--- src/rtl/flag_unit.sv ---
// Condition-flag producer: one-stage pipeline from ALU operands to the {C,Z,V,S} register,
// direct loads, and an optional LIFO shadow stack compiled in when FLAG_STACK_EN is defined.
module flag_unit #(
    parameter int WIDTH       = 8,
    parameter int STACK_DEPTH = 4
) (
    input  logic             clk,
    input  logic             rst_n,
    input  logic             in_valid,
    output logic             in_ready,
    input  logic [1:0]       op,
    input  logic [WIDTH-1:0] a,
    input  logic [WIDTH-1:0] b,
    input  logic             flags_we,
    input  logic [3:0]       flags_wdata,
    input  logic             push,
    input  logic             pop,
    output logic [3:0]       flags,
    output logic             flags_valid,
    output logic             err
);
    localparam logic [1:0] OP_ADD  = 2'd0;
    localparam logic [1:0] OP_SUB  = 2'd1;
    localparam logic [1:0] OP_AND  = 2'd2;
    localparam logic [1:0] OP_TEST = 2'd3;

    logic [1:0]       s1_op_reg;
    logic [WIDTH-1:0] s1_a_reg;
    logic [WIDTH-1:0] s1_b_reg;
    logic             s1_valid_reg;
    logic [3:0]       flags_reg;
    logic             err_reg;

    logic             accept;
    logic [WIDTH:0]   sum;
    logic [WIDTH-1:0] res;
    logic             c_flag;
    logic             v_flag;
    logic [3:0]       wb_flags;

    logic             eff_push;
    logic             eff_pop;
    logic             stack_full;
    logic             stack_empty;
    logic [3:0]       stack_top;
    logic             cmd_err;
    logic             do_load;
    logic             do_push;
    logic             do_pop;

    assign in_ready    = ~(flags_we | push | pop);
    assign accept      = in_valid & in_ready;
    assign flags       = flags_reg;
    assign flags_valid = ~s1_valid_reg;
    assign err         = err_reg;

    always_comb begin
        sum    = {1'b0, s1_a_reg} + {1'b0, s1_b_reg};
        res    = s1_a_reg;
        c_flag = 1'b0;
        v_flag = 1'b0;
        case (s1_op_reg)
            OP_ADD: begin
                res    = sum[WIDTH-1:0];
                c_flag = sum[WIDTH];
                v_flag = (s1_a_reg[WIDTH-1] == s1_b_reg[WIDTH-1]) &&
                         (res[WIDTH-1] != s1_a_reg[WIDTH-1]);
            end
            OP_SUB: begin
                res    = s1_a_reg - s1_b_reg;
                c_flag = s1_a_reg < s1_b_reg;
                v_flag = (s1_a_reg[WIDTH-1] != s1_b_reg[WIDTH-1]) &&
                         (res[WIDTH-1] != s1_a_reg[WIDTH-1]);
            end
            OP_AND:  res = s1_a_reg & s1_b_reg;
            OP_TEST: res = s1_a_reg;
            default: res = s1_a_reg;
        endcase
        wb_flags = {c_flag, (res == '0), v_flag, res[WIDTH-1]};
    end

`ifdef FLAG_STACK_EN
    localparam int SP_W  = $clog2(STACK_DEPTH + 1);
    localparam int IDX_W = $clog2(STACK_DEPTH);

    logic [3:0]      stack_mem [STACK_DEPTH];
    logic [SP_W-1:0] sp_reg;

    assign eff_push    = push;
    assign eff_pop     = pop;
    assign stack_full  = (sp_reg == SP_W'(STACK_DEPTH));
    assign stack_empty = (sp_reg == '0);
    // Read is combinational so a pop restores flags at the edge ending its own cycle.
    assign stack_top   = stack_mem[IDX_W'(sp_reg - 1'b1)];

    always_ff @(posedge clk) begin
        if (do_push) begin
            stack_mem[IDX_W'(sp_reg)] <= flags_reg;
        end
    end

    always_ff @(posedge clk or negedge rst_n) begin
        if (!rst_n) begin
            sp_reg <= '0;
        end else if (do_push) begin
            sp_reg <= sp_reg + 1'b1;
        end else if (do_pop) begin
            sp_reg <= sp_reg - 1'b1;
        end
    end
`else
    assign eff_push    = 1'b0;
    assign eff_pop     = 1'b0;
    assign stack_full  = 1'b0;
    assign stack_empty = 1'b1;
    assign stack_top   = 4'b0000;
`endif

    // Sideband decode; any illegal combination is dropped whole, including push+load at full.
    always_comb begin
        cmd_err = 1'b0;
        do_load = 1'b0;
        do_push = 1'b0;
        do_pop  = 1'b0;
        if (s1_valid_reg) begin
            cmd_err = flags_we | eff_push | eff_pop;
        end else if ((eff_push & eff_pop) | (eff_pop & flags_we)) begin
            cmd_err = 1'b1;
        end else if ((eff_push & stack_full) | (eff_pop & stack_empty)) begin
            cmd_err = 1'b1;
        end else begin
            do_load = flags_we;
            do_push = eff_push;
            do_pop  = eff_pop;
        end
    end

    always_ff @(posedge clk) begin
        if (accept) begin
            s1_op_reg <= op;
            s1_a_reg  <= a;
            s1_b_reg  <= b;
        end
    end

    always_ff @(posedge clk or negedge rst_n) begin
        if (!rst_n) begin
            s1_valid_reg <= 1'b0;
            flags_reg    <= 4'b0000;
            err_reg      <= 1'b0;
        end else begin
            s1_valid_reg <= accept;
            if (s1_valid_reg) begin
                flags_reg <= wb_flags;
            end else if (do_pop) begin
                flags_reg <= stack_top;
            end else if (do_load) begin
                flags_reg <= flags_wdata;
            end
            if (cmd_err) begin
                err_reg <= 1'b1;
            end
        end
    end

endmodule

--- config.mk ---
export PLATFORM = sky130hd
export DESIGN_NAME = flag_unit
export DESIGN_NICKNAME = d
export VERILOG_FILES = /design/src/rtl/flag_unit.sv
export SDC_FILE = /design/constraint.sdc
export NUM_CORES = 1
export LEC_CHECK = 0
export BUFFER_PORTS_ARGS = -buffer_cell sky130_fd_sc_hd__buf_2
export CORE_ASPECT_RATIO = 0.9
export CORE_UTILIZATION = 40
export DETAILED_ROUTE_END_ITERATION = 10
export HOLD_SLACK_MARGIN = 0.12
export SYNTH_ARGS = -nofsm -noshare
export SYNTH_HDL_FRONTEND = slang
export SYNTH_SLANG_ARGS = --single-unit
--- constraint.sdc ---
create_clock -name clk -period 2.47 [get_ports clk]
set_input_delay 0.3705 -clock clk [delete_from_list [all_inputs] [get_ports clk]]
set_output_delay 0.3705 -clock clk [all_outputs]
set_load 0.05 [all_outputs]
---- Word level (Yosys, flattened, before mapping) ----
Cells that the tools add are included.
word-level totals
  register bits after elaboration ......... 24
  bits in latches ......................... 0
  bits in writable memories ............... 0
  bits in read-only memories .............. 0
  bits of input ports ..................... 28
  output and inout bits ................... 7
  memories kept ........................... 0
operators by class
  add/subtract/negate cells ............... 2
  multiply operators ...................... 0
  div/mod/pow operators ................... 0
  $lt $le $gt $ge ......................... 1
  equal/unequal tests ..................... 7
  shifts and indexed selects .............. 0
  mux-type cells .......................... 7
  bitwise gates (word level) .............. 6
  reduce and logical (&&, ||, !) cells .... 5
operators with widths
  operator                                             count
  case mux 8 bit (4 select lines)                      1
  adder 8 x 8 -> 9 bit                                 1
  AND 8 bit                                            1
  zero test 8 bit                                      1
  less-than comparator 8 bit                           1
  2-to-1 mux 4 bit                                     2
  subtractor 8 bit                                     1
  equality test 2 bit, second input constant           2
  case mux 1 bit (2 select lines)                      2
  inequality test 1 bit                                3
  equality test 2 x 1 -> 1 bit, second input constant  1
  logical AND 1 bit                                    2
  zero test 2 bit                                      1
  2-to-1 mux 1 bit                                     2
  inverter 1 bit                                       2
  OR 1 bit                                             2
  nonzero test 2 bit                                   1
  AND 1 bit                                            1
  equality test 1 bit                                  1

---- Depth between registers and ports, before layout ----
Gate-level depths: netlist of the first run.
  word-level depth ........................ 5
  mapped depth ............................ 9

---- Least setup slack after synthesis of the first run ----
Ideal clock, no wire load.
  path type ............................... in2reg
  from .................................... input flags_we
  to ...................................... register s1_a_reg[0], enable pin
  setup time .............................. 0.377 ns
  data arrival time ....................... 2.346 ns
  required time ........................... 2.093 ns
  slack ................................... -0.253 ns
  cell stages on the path ................. 3
  cell sequence ........................... clkbuf_1 nor3_1 and2_1
between the ends
  longest elaborated chain between the ends .. 4
ends and longest elaborated chain
  what                    RTL line  text
  start: declaration      14        input logic flags_we,
  OR 1 bit (2 in a row)   51        assign in_ready = ~(flags_we | push | pop);
  inverter 1 bit          51
  net in_ready            10        output logic in_ready,
  AND 1 bit               52        assign accept = in_valid & in_ready;
  net accept              34        logic accept;
  end signal: assignment  141       s1_a_reg <= a;
  end: declaration        28        logic [WIDTH-1:0] s1_a_reg;
The timed path passes the listed nets, and every way through them passes these cells.
A chain may end at the register's enable or synchronous reset.

---- Worst setup path after layout of the first run ----
  from .................................... register s1_b_reg[0]
  to ...................................... register flags_reg[2] (netlist: flags[2])
between the ends
  longest elaborated chain between the ends .. 4
ends and longest elaborated chain
  what                                      RTL line  text
  start: declaration                        29        logic [WIDTH-1:0] s1_b_reg;
  start signal: assignment                  142       s1_b_reg <= b;
  subtractor 8 bit (tied with other cells)  70        res = s1_a_reg - s1_b_reg;
  case mux 8 bit (4 select lines) (*)       62        case (s1_op_reg)
  zero test 8 bit (*)                       79        wb_flags = {c_flag, (res == '0), v_flag, res[WIDTH-1]};
  2-to-1 mux 4 bit (*)                      153       if (s1_valid_reg) begin
  end signal: assignment                    154       flags_reg <= wb_flags;
  end signal: assignment                    156       flags_reg <= stack_top;
  end signal: assignment                    158       flags_reg <= flags_wdata;
  end: declaration                          31        logic [3:0] flags_reg;
Mark *: on every way between the ends. The rest lies on a longest branch, timed or not.

==> impl_results.md, run 1 <==
* Outcome: finished, violations left
* Failing checks: design-rule violations
* Row count at 22
* Mapped Area at 1718 sq um
* Async set-reset flop share out of synthesis at 0.2500
* Synth Register Bits at 24
* Clk root buf: clkbuf_8
* I/O pins at 35
* Most common cell in the synthesized netlist: edfxtp_1
* Count of different cell masters after synthesis at 48
* Peak Freq at 426.5 MHz
* Slew Limit Headroom at 0.6958
* Top cells by count, synth: edfxtp_1 (18), ha_1 (17), nor2_1 (16)
* I/O Buffers at 34
* Initial core utilization at 0.4189
* Worst Tran Pin Value at 0.4449 ns
* End point of the critical path: flags[2]
* CP cell instances: ha_2 -> fa_1 -> and2_1 -> o211a_1 -> o21ai_1 -> or4_4 -> o311ai_2
* Worst clock skew at 0.006488 ns
* Crit path max-delay family: adder cells
* Post-route cell area at 2011 sq um
* Main synth FF type: edfxtp_1
* Number of flops mapped to enable cells by yosys at 18
* CP startpoint kind: flip-flop
* Setup CP Type: reg2reg
* RSZ-0062 raised after global routing: no
* Flop2flop setup slack at 0.13 ns
* CTS tree: built
* Slowest stage delay, CP at 0.54 ns
* First-pass GRT wire length at 5630 um
* Core Util, Final at 0.4902
* Largest net degree at the start of global routing at 20
* Via-to-Cell Ratio at 5.377
* Worst Path Buf+Inv at 0
* DRC at 4
* Core area at 4101 sq um
* Mapped Cells at 168
* Chip height at 64.17 um
* Worst path slowest cell: or4_4
* Hold path startpoint: a[5]
* CTS buffer count at 3
* CTS Sinks at 24
* Final hold vios at 0
* Mapped Avg Cell Area at 10.23 sq um
* Arrival time of the worst setup path at 2.52 ns
* Fin crit period at 2.345 ns
* Pwr dens at 460.9 nW/um^2
* Fin crit share at 0.9493
* Post-CTS Setup Bufs at 0
* Top-area cell type share of the netlist area at 0.3146
* GP Congestion at 0.8562
* Vias in the first global route at 1236
* Worst skew pair latency at 0.27 ns
* Initial detailed-routing violation count at 105
* Via count of the routed design at 1355
* Setup violations, final at 0
* DR WL/cell at 14.05 um
* HP Class: in2reg
* Register area share after synthesis at 0.4020
* Hpwl dp at 2799 um
* Gr ovfl total at 0
* Routed Antenna Nets at 0
* Die Span X at 71.08 um
* Initial antenna violation count at 0
* Drt pass-1 iters at 8
* Die area at 4561 sq um
* Worst-path fanout max at 3
* Max_cap viols at 0
* RR Endpoint: flags[2]
* Worst reg2reg path depth at 7
* Pre-CTS setup slack at 0.03919 ns
* Final Max Slew Viols at 0
* Ant. Diodes at 0
* Reg clk slew, reported paths at 0.09 ns
* Syn nets at 215
* Yosys Warn Count at 0
* Routed wire length at 3541 um
* Setup tns final at 0 ns
* Dominant cell type by area after synthesis: edfxtp_1
* Worst Setup End Kind: flip-flop
* Dpl cell area at 1944 sq um
* CP required at 2.64 ns
* Crit path setup slack, layout at 0.1252 ns
* Synth top area cells: edfxtp_1 (31%), ha_1 (12%), dfrtp_1 (8.7%), mux2i_1 (3.5%), nor2_1 (3.5%)
* WP depth at 7
* Pleak at 0.8759 nW
* Area growth from synthesis to layout at 17.04%
* Peak supply drop at 0.3631 mV
* Final net count at 252
* Clock buffer depth at 2
* H-tree depth at 1
* Share of cells above drive strength 1 at 0.2402
* Hold_ws at 0.2674 ns
* R2r startpoint: s1_b_reg[0]
* GRT Util Overall at 0.1600
* Crit. Startpoint: s1_b_reg[0]
final cells by class:
type	instances	area [sq um]
timing repair buffer	37	195.2
multi-input combinational	123	959.7
sequential	24	690.7
tap	48	60.06
inverter	16	60.06
clock buffer	4	45.04
fill	387	2091
how the worst min path moves through the flow:
stage / end / slack [ns] / cells past startpoint
after floorplan: err / 0.07 / 0
after global placement: flags[3] / 0.20 / 1
after detailed placement: flags[3] / 0.20 / 1
after CTS: s1_a_reg[5] / 0.26 / 1
after global routing: s1_a_reg[4] / 0.25 / 1
final: s1_a_reg[5] / 0.27 / 1
per-layer routing:
layer,vias up,global-route usage,share of wire
li1,682,-,-
met1,637,0.1988,0.48
met2,34,0.2800,0.47
met3,2,0.04416,0.047
met4,0,0.02750,0.0040
met5,-,0,0
repair_timing:
action | 4_1_cts | 5_1_grt
endpoints found under the setup margin | 0 | 1
hold buffers | 1 | 0
resized for setup | 0 | 4
endpoints found under the hold margin | 6 | 0
kinds of logic after synthesis:
kind of cell	Yosys count	share of synthesized area
muxes	6	0.03496
and+or+nand+nor	51	0.1617
AOI/OAI and AO/OA	39	0.1646
adders and majority gates	19	0.1471
DFF	24	0.4020
buffers and inverters	21	0.04879
xor gates and xnor gates	8	0.04079
worst register-to-register path: stages, from the launching register on:
cell and delay (ns):
edfxtp_1 0.44, ha_2 0.21, fa_1 0.47, and2_1 0.12, o211a_1 0.15, o21ai_1 0.09
or4_4 0.54, o311ai_2 0.24
through the flow:
step	total power [mW]	std cells
final	0.9268	252
after floorplan	0.6288	168
after global routing	0.9765	252
after CTS	0.9396	252
after global placement	0.6851	247
after detailed placement	0.6906	247
cell usage in the layout, fill, tap and decap left out, types with 2 or more instances in the layout:
cell type and instances:
and2_1 2, nor2b_1 5, o21ai_0 5, nor3_1 4, clkbuf_8 3, dfrtp_1 6, fa_1 2, o31ai_1 2
nor2_1 16, xor2_1 2, mux2i_1 6, a31oi_1 2, buf_2 34, or3_1 2, o22ai_1 2, nand2b_1 7
buf_4 2, nand2_1 6, xnor2_1 6, inv_1 15, a21oi_1 8, ha_1 16, o21ai_1 2, edfxtp_1 18
a21o_1 2
power breakdown:
part           internal (mW)  leakage, nW  switching (mW)
Clock                  0.115       0.0228           0.127
Sequential             0.456        0.235          0.0144
Combinational         0.0841        0.619           0.130
(Power assumes the default switching activity.)
==> run 2, diff against run 1 <==
Settings changed: GPL_TIMING_DRIVEN set to 0.
==> impl_results.md, run 2 (synthesis gave the netlist of run 1 again) <==
* Initial antenna violation count at 0 (unchanged)
* Drt pass-1 iters at 6 (-2)
* Fin crit share at 0.9370 (-0.01232)
* Setup tns final at 0 ns (unchanged)
* Worst path slowest cell: edfxtp_1
* Area growth from synthesis to layout at 18.79%
* Final Max Slew Viols at 0 (unchanged)
* CP startpoint kind: flip-flop
* Most frequent cells in the layout: buf_2 (34), edfxtp_1 (18), ha_1 (17), nor2_1 (16), inv_1 (15)
* Gr ovfl total at 0 (unchanged)
* Via count of the routed design at 1377 (+1.6%)
* Routed wire length at 3559 um (+0.51%)
* Arrival time of the worst setup path at 2.49 ns (-0.03 ns)
* Worst reg2reg path depth at 8 (+1)
* Chip height at 64.17 um (unchanged)
* Row count at 22 (unchanged)
* Reg clk slew, reported paths at 0.09 ns (about the same)
* Worst Setup End Kind: flip-flop
* Worst clock skew at 0.001831 ns (-0.004656 ns)
* Most common cell after layout, fill and taps aside: buf_2
* Fin crit period at 2.314 ns (-0.03043 ns)
* Largest net degree at the start of global routing at 20 (unchanged)
* CTS Sinks at 24 (unchanged)
* HP Class: in2reg
* Max_cap viols at 0 (unchanged)
* Hpwl dp at 2746 um (-1.9%)
* CTS buffer count at 3 (unchanged)
* Hold Path Cell Cnt at 1 (unchanged)
* CP cell instances: ha_1 -> buf_2 -> inv_2 -> a2111oi_4 -> a21oi_2 -> xnor2_1 -> or3_1 -> o311ai_4
* GP Congestion at 0.8886 (+3.8%)
* DRC at 0 (-4)
* Die Span X at 71.08 um (unchanged)
* Pleak at 0.8896 nW (+1.6%)
* Core area at 4101 sq um (unchanged)
* R2r startpoint: s1_a_reg[4]
* Setup violations, final at 0 (unchanged)
* Worst Path Buf+Inv at 2 (+2)
* I/O pins at 35 (unchanged)
* Worst Tran Pin Value at 0.8976 ns (+0.4527 ns)
* Worst skew pair latency at 0.27 ns (about the same)
* Outcome: finished, final reports clean
* DR WL/cell at 14.01 um (-0.28%)
* H-tree depth at 1 (unchanged)
* Share of cells above drive strength 1 at 0.2330 (-0.007186)
* Via-to-Cell Ratio at 5.421 (+0.82%)
* CP required at 2.65 ns (about the same)
* Clk root buf: clkbuf_8
* Pwr dens at 456.9 nW/um^2 (-0.87%)
* Clock buffer depth at 2 (unchanged)
* Initial detailed-routing violation count at 88 (-16%)
* Overall power at 932.5 uW (+0.61%)
* GRT Util Overall at 0.1664 (+0.006469)
* Hold path startpoint: b[3]
* Peak supply drop at 0.3706 mV (+2.1%)
* Routed Antenna Nets at 0 (unchanged)
* Flop2flop setup slack at 0.16 ns (+0.03 ns)
* Die area at 4561 sq um (unchanged)
* Slowest stage delay, CP at 0.43 ns (-0.11 ns)
* WP depth at 8 (+1)
* Ant. Diodes at 0 (unchanged)
* Worst-path fanout max at 9 (+6)
* Final net count at 254 (+0.79%)
* Crit path max-delay family: compound AO/OA/AOI/OAI gates
* Core Util, Final at 0.4976 (+0.007321)
* CTS tree: built
* Final hold vios at 0 (unchanged)
* Setup CP Type: reg2reg
* RR Endpoint: flags[2]
* Vias in the first global route at 1348 (+9.1%)
* WHS Endpoint: s1_b_reg[3]
* First-pass GRT wire length at 5892 um (+4.7%)
* Initial core utilization at 0.4189 (unchanged)
* RSZ-0062 raised after global routing: no
* Slew Limit Headroom at 0.4016 (-0.2942)
* I/O Buffers at 33 (-2.9%)
* Peak Freq at 432.1 MHz (+1.3%)
## run 2: through the flow
stage	instances	hold WS [ns]	area (sq um)	setup WS (ns)
after global routing	254	0.2569	2041	0.02129
after detailed placement	249	0.2024	1948	0.05706
final	254	0.2717	2041	0.1556
after CTS	254	0.2632	2003	0.01224
after floorplan	168	0.07491	1723	0.2185
after global placement	249	0.1966	1948	0.09676
## run 2: repair_timing
| item | in CTS | in global routing |
|---|---|---|
| hold buffers | 1 | 0 |
| hold endpoints to repair | 6 | 0 |
| buffers inserted | 0 | 0 |
| resized for setup | 0 | 7 |
| endpoints found under the setup margin | 0 | 1 |
## run 2: worst max path at each step
stage	start	to
5_1_grt	s1_a_reg[4]	flags[2]
2_1_floorplan	flags_we	s1_a_reg[0]
3_3_place_gp	s1_b_reg[0]	flags[2]
3_5_place_dp	s1_a_reg[0]	flags[2]
4_1_cts	s1_a_reg[0]	flags[2]
6_report	s1_a_reg[4]	flags[2]
## run 2: metal layers
layer / vias to the layer above / global-route usage / wire length [um] / share of wire
met1: 658 / 0.2010 / 1654 / 0.46
met3: 2 / 0.03785 / 152 / 0.043
li1: 681 / - / - / -
met2: 36 / 0.3077 / 1734 / 0.49
met4: 0 / 0.02250 / 18 / 0.0051
met5: - / 0 / 0 / 0
## run 2: power by group
| part | leakage (nW) | switching (mW) | internal (mW) |
|---|---|---|---|
| logic | 0.632 | 0.134 | 0.0861 |
| registers | 0.235 | 0.0134 | 0.456 |
| clock network | 0.0228 | 0.128 | 0.115 |
## run 2: area by class of cell
| class | instances | area (sq um) |
|---|---|---|
| multi-input cells | 123 | 985.9 |
| repair buffers | 34 | 175.2 |
| inverters | 16 | 60.06 |
| well taps | 48 | 60.06 |
| plain buffers | 5 | 23.77 |
| fillers | 407 | 2061 |
| clock buffers | 4 | 45.04 |
| flip-flops and latches | 24 | 690.7 |
